<file path="config.mk">
export PLATFORM = sky130hd
export DESIGN_NAME = mux_scan_sequencer
export DESIGN_NICKNAME = d
export VERILOG_FILES = /design/src/rtl/mux_scan_pkg.sv /design/src/rtl/mux_scan_next_ch.sv /design/src/rtl/mux_scan_sequencer.sv
export SDC_FILE = /design/constraint.sdc
export NUM_CORES = 1
export LEC_CHECK = 0
export ABC_AREA = 1
export BUFFER_PORTS_ARGS = -buffer_cell sky130_fd_sc_hd__buf_2
export CAP_MARGIN = 20
export CORE_ASPECT_RATIO = 1.25
export CORE_MARGIN = 4
export CORE_UTILIZATION = 45
export DETAILED_ROUTE_END_ITERATION = 16
export HOLD_SLACK_MARGIN = 0.1
export PLACE_DENSITY_LB_ADDON = 0.3
export SYNTH_ARGS = -nofsm -noshare
export SYNTH_HDL_FRONTEND = slang
export SYNTH_SLANG_ARGS = --single-unit
</file>
<file path="constraint.sdc">
create_clock -name clk -period 1.4 [get_ports clk]
set_clock_uncertainty 0.05 [all_clocks]
set_input_delay 0.07 -clock clk [delete_from_list [all_inputs] [get_ports clk]]
set_output_delay 0.07 -clock clk [all_outputs]
set_load 0.02 [all_outputs]
</file>
<file path="src/rtl/mux_scan_pkg.sv">
// Shared types and constants for the mux scan sequencer.
package mux_scan_pkg;

  localparam int unsigned SEL_W  = 2;
  localparam int unsigned NUM_CH = 4;

  localparam logic [SEL_W-1:0] CH_A = 2'd0;
  localparam logic [SEL_W-1:0] CH_B = 2'd1;
  localparam logic [SEL_W-1:0] CH_C = 2'd2;
  localparam logic [SEL_W-1:0] CH_D = 2'd3;

  typedef enum logic {
    StIdle,
    StDwell
  } state_e;

  // Index of the lowest set bit; CH_A when the mask is empty.
  function automatic logic [SEL_W-1:0] lowest_set(input logic [NUM_CH-1:0] mask);
    logic [SEL_W-1:0] idx;
    idx = CH_A;
    for (int i = NUM_CH - 1; i >= 0; i--) begin
      if (mask[i]) idx = SEL_W'(i);
    end
    return idx;
  endfunction

endpackage

</file>
<file path="src/rtl/mux_scan_next_ch.sv">
// Combinational finder for the next enabled channel after cur.
// wrap is set when no enabled channel lies above cur; nxt then points at the lowest one.
module mux_scan_next_ch
  import mux_scan_pkg::*;
(
  input  logic [SEL_W-1:0]  cur,
  input  logic [NUM_CH-1:0] mask,
  output logic [SEL_W-1:0]  nxt,
  output logic              wrap
);

  // Scan downwards so the last hit is the lowest enabled index above cur.
  always_comb begin
    nxt  = lowest_set(mask);
    wrap = 1'b1;
    for (int i = NUM_CH - 1; i >= 0; i--) begin
      if (i > int'(cur) && mask[i]) begin
        nxt  = SEL_W'(i);
        wrap = 1'b0;
      end
    end
  end

endmodule

</file>
<file path="src/rtl/mux_scan_sequencer.sv">
// Round-robin select driver for a 4:1 mux with programmable dwell and frame assembly.
// Channel count is fixed at NUM_CH = 4 by mux_scan_pkg.
// Optional build macro MUX_SCAN_FRAME_CNT_EN adds an 8-bit frame counter output.
module mux_scan_sequencer
  import mux_scan_pkg::*;
#(
  parameter int unsigned DWELL_W = 4
) (
  input  logic               clk,
  input  logic               rst,
  input  logic               en,
  input  logic [DWELL_W-1:0] dwell,
  input  logic [NUM_CH-1:0]  ch_mask,
  input  logic               mux_out,
  output logic [SEL_W-1:0]   slc,
  output logic               sample_vld,
  output logic [NUM_CH-1:0]  frame,
  output logic               frame_vld,
  output logic               busy
`ifdef MUX_SCAN_FRAME_CNT_EN
  ,
  output logic [7:0]         frame_cnt
`endif
);

  state_e              state_q;
  logic [DWELL_W-1:0]  cnt_q;
  logic [DWELL_W-1:0]  dwell_q;
  logic [NUM_CH-1:0]   acc_q;
  logic [NUM_CH-1:0]   acc_merged;
  logic [SEL_W-1:0]    nxt_ch;
  logic                nxt_wrap;
  logic                stop;
  logic                sample_hit;

  mux_scan_next_ch u_next_ch (
    .cur  (slc),
    .mask (ch_mask),
    .nxt  (nxt_ch),
    .wrap (nxt_wrap)
  );

  // Sample/frame pulses decode from state and counter; a stop request suppresses both.
  always_comb begin
    stop       = !en || (ch_mask == '0);
    sample_hit = (state_q == StDwell) && (cnt_q == dwell_q) && !stop;
    sample_vld = sample_hit;
    frame_vld  = sample_hit && nxt_wrap;
  end

  // Accumulator with the current sample merged into the selected channel's bit.
  always_comb begin
    acc_merged = acc_q;
    for (int i = 0; i < NUM_CH; i++) begin
      if (int'(slc) == i) acc_merged[i] = mux_out;
    end
  end

  // Scan FSM with registered select, frame and busy outputs.
  always_ff @(posedge clk) begin
    if (rst) begin
      state_q   <= StIdle;
      cnt_q     <= '0;
      dwell_q   <= '0;
      acc_q     <= '0;
      slc       <= CH_A;
      frame     <= '0;
      busy      <= 1'b0;
`ifdef MUX_SCAN_FRAME_CNT_EN
      frame_cnt <= '0;
`endif
    end else begin
      unique case (state_q)
        StIdle: begin
          if (!stop) begin
            state_q <= StDwell;
            busy    <= 1'b1;
            slc     <= lowest_set(ch_mask);
            cnt_q   <= '0;
            dwell_q <= dwell;
            acc_q   <= '0;
          end
        end
        StDwell: begin
          if (stop) begin
            // Partial frame (and any sample due this cycle) is dropped.
            state_q   <= StIdle;
            busy      <= 1'b0;
            slc       <= CH_A;
            cnt_q     <= '0;
            acc_q     <= '0;
`ifdef MUX_SCAN_FRAME_CNT_EN
            frame_cnt <= '0;
`endif
          end else if (sample_hit) begin
            slc     <= nxt_ch;
            cnt_q   <= '0;
            dwell_q <= dwell;
            if (nxt_wrap) begin
              frame     <= acc_merged;
              acc_q     <= '0;
`ifdef MUX_SCAN_FRAME_CNT_EN
              frame_cnt <= frame_cnt + 8'd1;
`endif
            end else begin
              acc_q <= acc_merged;
            end
          end else begin
            cnt_q <= cnt_q + DWELL_W'(1);
          end
        end
        default: state_q <= StIdle;
      endcase
    end
  end

endmodule

</file>
==> results.yml <==
route:
  remaining_drc_errors: 0
  vias: 1290
  wl_per_cell_um: 10.8
  postRouteAntennaNets: 0
  drtIter0Drc: 32
  via_per_inst: 4.89
  wirelength_um: 2860
  drt_pass1_iterations: 4
placed_design:
  port_buffers: 20
  placed_cells: 248
  place.gp.congestion: 0.840
  dpl_cell_area_mm2: 0.00143
  place_worst_setup_slack_ns: -0.00774
  post-dp-hpwl_um: 2140
layout:
  fin_util_pct: 65.8
  synthToLayoutAreaGrowth_pct: 34.8
  fillers: 217
  mostFrequentLayoutCells: "nand2_1, inv_1, nor2_1, buf_2, nand3_1"
  drive_gt1_share_pct: 37.7
  layout.nets: 247
  final_common_cell: "nand2_1"
  final_cells: 264
  final_area_mm2: 0.00166
  insertedDiodeCount: 0
timing:
  final_max_slew_viol_count: 0
  post-route-min-period_ns: 1.47
  maxSlewHeadroom_pct: 79.6
  finalCritPeriodShare_pct: 105
  finalHoldViolations: 0
  tns_ns: -0.144
  finalSetupViolCount: 6
  max_freq_ghz: 0.682
  setup_ws_ns: -0.0657
  worst_slew_pin_slew_ns: 0.302
  rsz0062_at_grt: "true"
outcome:
  run_status: "complete, but fails checks"
  violations: "negative setup slack"
global_route:
  grt_pass1_vias: 1186
  grt_use_total_pct: 17.4
  globalRoute.totalOverflow: 0
  grt_pass1_wl_um: 4780
  grt_max_degree: 13
  antenna_found_initial: 0
floorplanning:
  die_area_mm2: 0.00365
  die_w_um: 54.8
  rows: 20
  initial_core_util_pct: 48.8
  io_pins: 21
  core_area_mm2: 0.00253
  chipHeight_um: 66.5
pwr:
  switching_share_pct: 31.3
  p_seq_share_pct: 47.1
  leakage_nw: 0.853
  pwr-share-clk_pct: 25.1
  intPower_mw: 0.902
  cellPowerDensity_mw_per_mm2: 790
  p_sw_mw: 0.411
  power_frac_comb_pct: 27.8
  ir_drop_v: 0.000631
job:
  cap_viol_max_count: 0
clock_network:
  clk_pin_slew_ns: 0.11
  cts_root_buffer: "clkbuf_4"
  worstSkewPairLatency_ns: 0.29
  clock_path_buffers: 2
  htree_levels: 1
  cts_tree: "yes"
  cts_sinks: 20
  cts-buffers-inserted: 3
logic_synthesis:
  ys_ff_latch: 20
  syn_avg_cell_area_um2: 6.53
  yosys_warnings: 0
  syn_nets: 204
  ys_types: 26
  synth-seq-area-share_pct: 32.5
  syn-cell-area_mm2: 0.00123
  synthCells: 189
setup_path:
  worstPathRequired_ns: 1.28
  worstPathMaxFanout: 5
  end_kind: "primary output"
  arrival_ns: 1.35
  startpoint_type: "flip-flop"
  critPathKind: "flip-flop to primary output"
worst_hold_path:
  hold_class: "input pin to flip-flop"
-- critical path, cell delays in order, from the launching register on --
cell     delay (ns)
dfxtp_2        0.39
nand2_2        0.07
nand2_1        0.08
nand2_1        0.06
inv_1          0.10
nand2_4        0.10
nor2_8         0.12
buf_6          0.12
-- per-layer routing --
layer | vias up | GRT usage (%) | share of wire, %
li1 | 681 | - | -
met1 | 585 | 19.6 | 42
met2 | 20 | 33.0 | 54
met3 | 4 | 2.01 | 3.4
met4 | 0 | 3.74 | 1.0
met5 | - | 0 | 0
-- final timing paths --
kind	from	endpoint	slack (ns)	cells after the start
setup / recovery	slc[0]	frame_vld	-0.07	7
hold / removal	en	cnt_q[1]	0.16	5
setup reg to reg	dwell_q[0]	dwell_q[2]	-0.02	12
hold reg to reg	dwell_q[1]	dwell_q[1]	0.43	2
-- per-stage QoR --
step	power [mW]	hold WS [ns]
finish	1.31	0.161
detailed placement	0.943	0.302
CTS	1.31	0.156
global route	1.40	0.169
global placement	0.941	0.304
floorplan	0.844	0.182
-- kinds of logic (layout without fill, tap and decap cells) --
family	Yosys count	in the layout	synth area share, %
xor+xnor	1	1	0.710
simple gates	99	99	37.8
flops	20	20	32.5
compound gates	33	33	15.5
buf+inv	33	75	10.4
fa+ha+maj	3	3	3.04
-- cell type report --
type / count / area, um2 / area share, %
Clock buffer: 4 / 36.3 / 2.18
Timing Repair Buffer: 41 / 287 / 17.2
Sequential cell: 20 / 419 / 25.2
Multi-Input combinational cell: 136 / 767 / 46.1
Inverter: 30 / 113 / 6.77
Tap cell: 33 / 41.3 / 2.48
-- power groups by stage --
| stage | clock [mW] | sequential [mW] | combinational, mW |
|---|---|---|---|
| after floorplan | 0 | 0.637 | 0.207 |
| after global placement | 0 | 0.627 | 0.315 |
| after detailed placement | 0 | 0.627 | 0.316 |
| after CTS | 0.347 | 0.615 | 0.346 |
| after global routing | 0.368 | 0.623 | 0.409 |
| final | 0.330 | 0.618 | 0.365 |
-- sequential cells by signal, indices dropped and copies added, names as in the netlist --
register  cells
state_q       1
frame         4
dwell_q       4
slc           2
acc_q         4
cnt_q         4
busy          1
-- cells in the mapped netlist --
library cell	instances	area, um2
o32ai_1	1	8.76
buf_2	1	5.00
xnor2_1	1	8.76
nand2_4	3	33.8
ha_1	3	37.5
clkbuf_1	1	3.75
a21oi_4	1	16.3
dfxtp_1	20	400
buf_4	1	7.51
nor2_1	21	78.8
nand2_2	4	25.0
nand3_2	1	10.0
a21boi_0	1	7.51
nor2_4	1	11.3
nor2_8	1	20.0
o21ai_1	4	20.0
o21ai_0	9	45.0
a21oi_1	15	75.1
nand4_1	2	12.5
a211oi_1	1	7.51
inv_2	2	7.51
inv_1	28	105
o21bai_2	1	11.3
nand3_1	18	90.1
nor2_2	2	12.5
nand2_1	46	173
-- timing repair --
item	CTS	global route
setup buffers	6	1
hold endpoints to repair	10	0
hold buffers	5	0
gates resized for setup	17	21
pin swaps	4	9
setup endpoints to repair	5	17
Power figures use the tool's default switching activity.
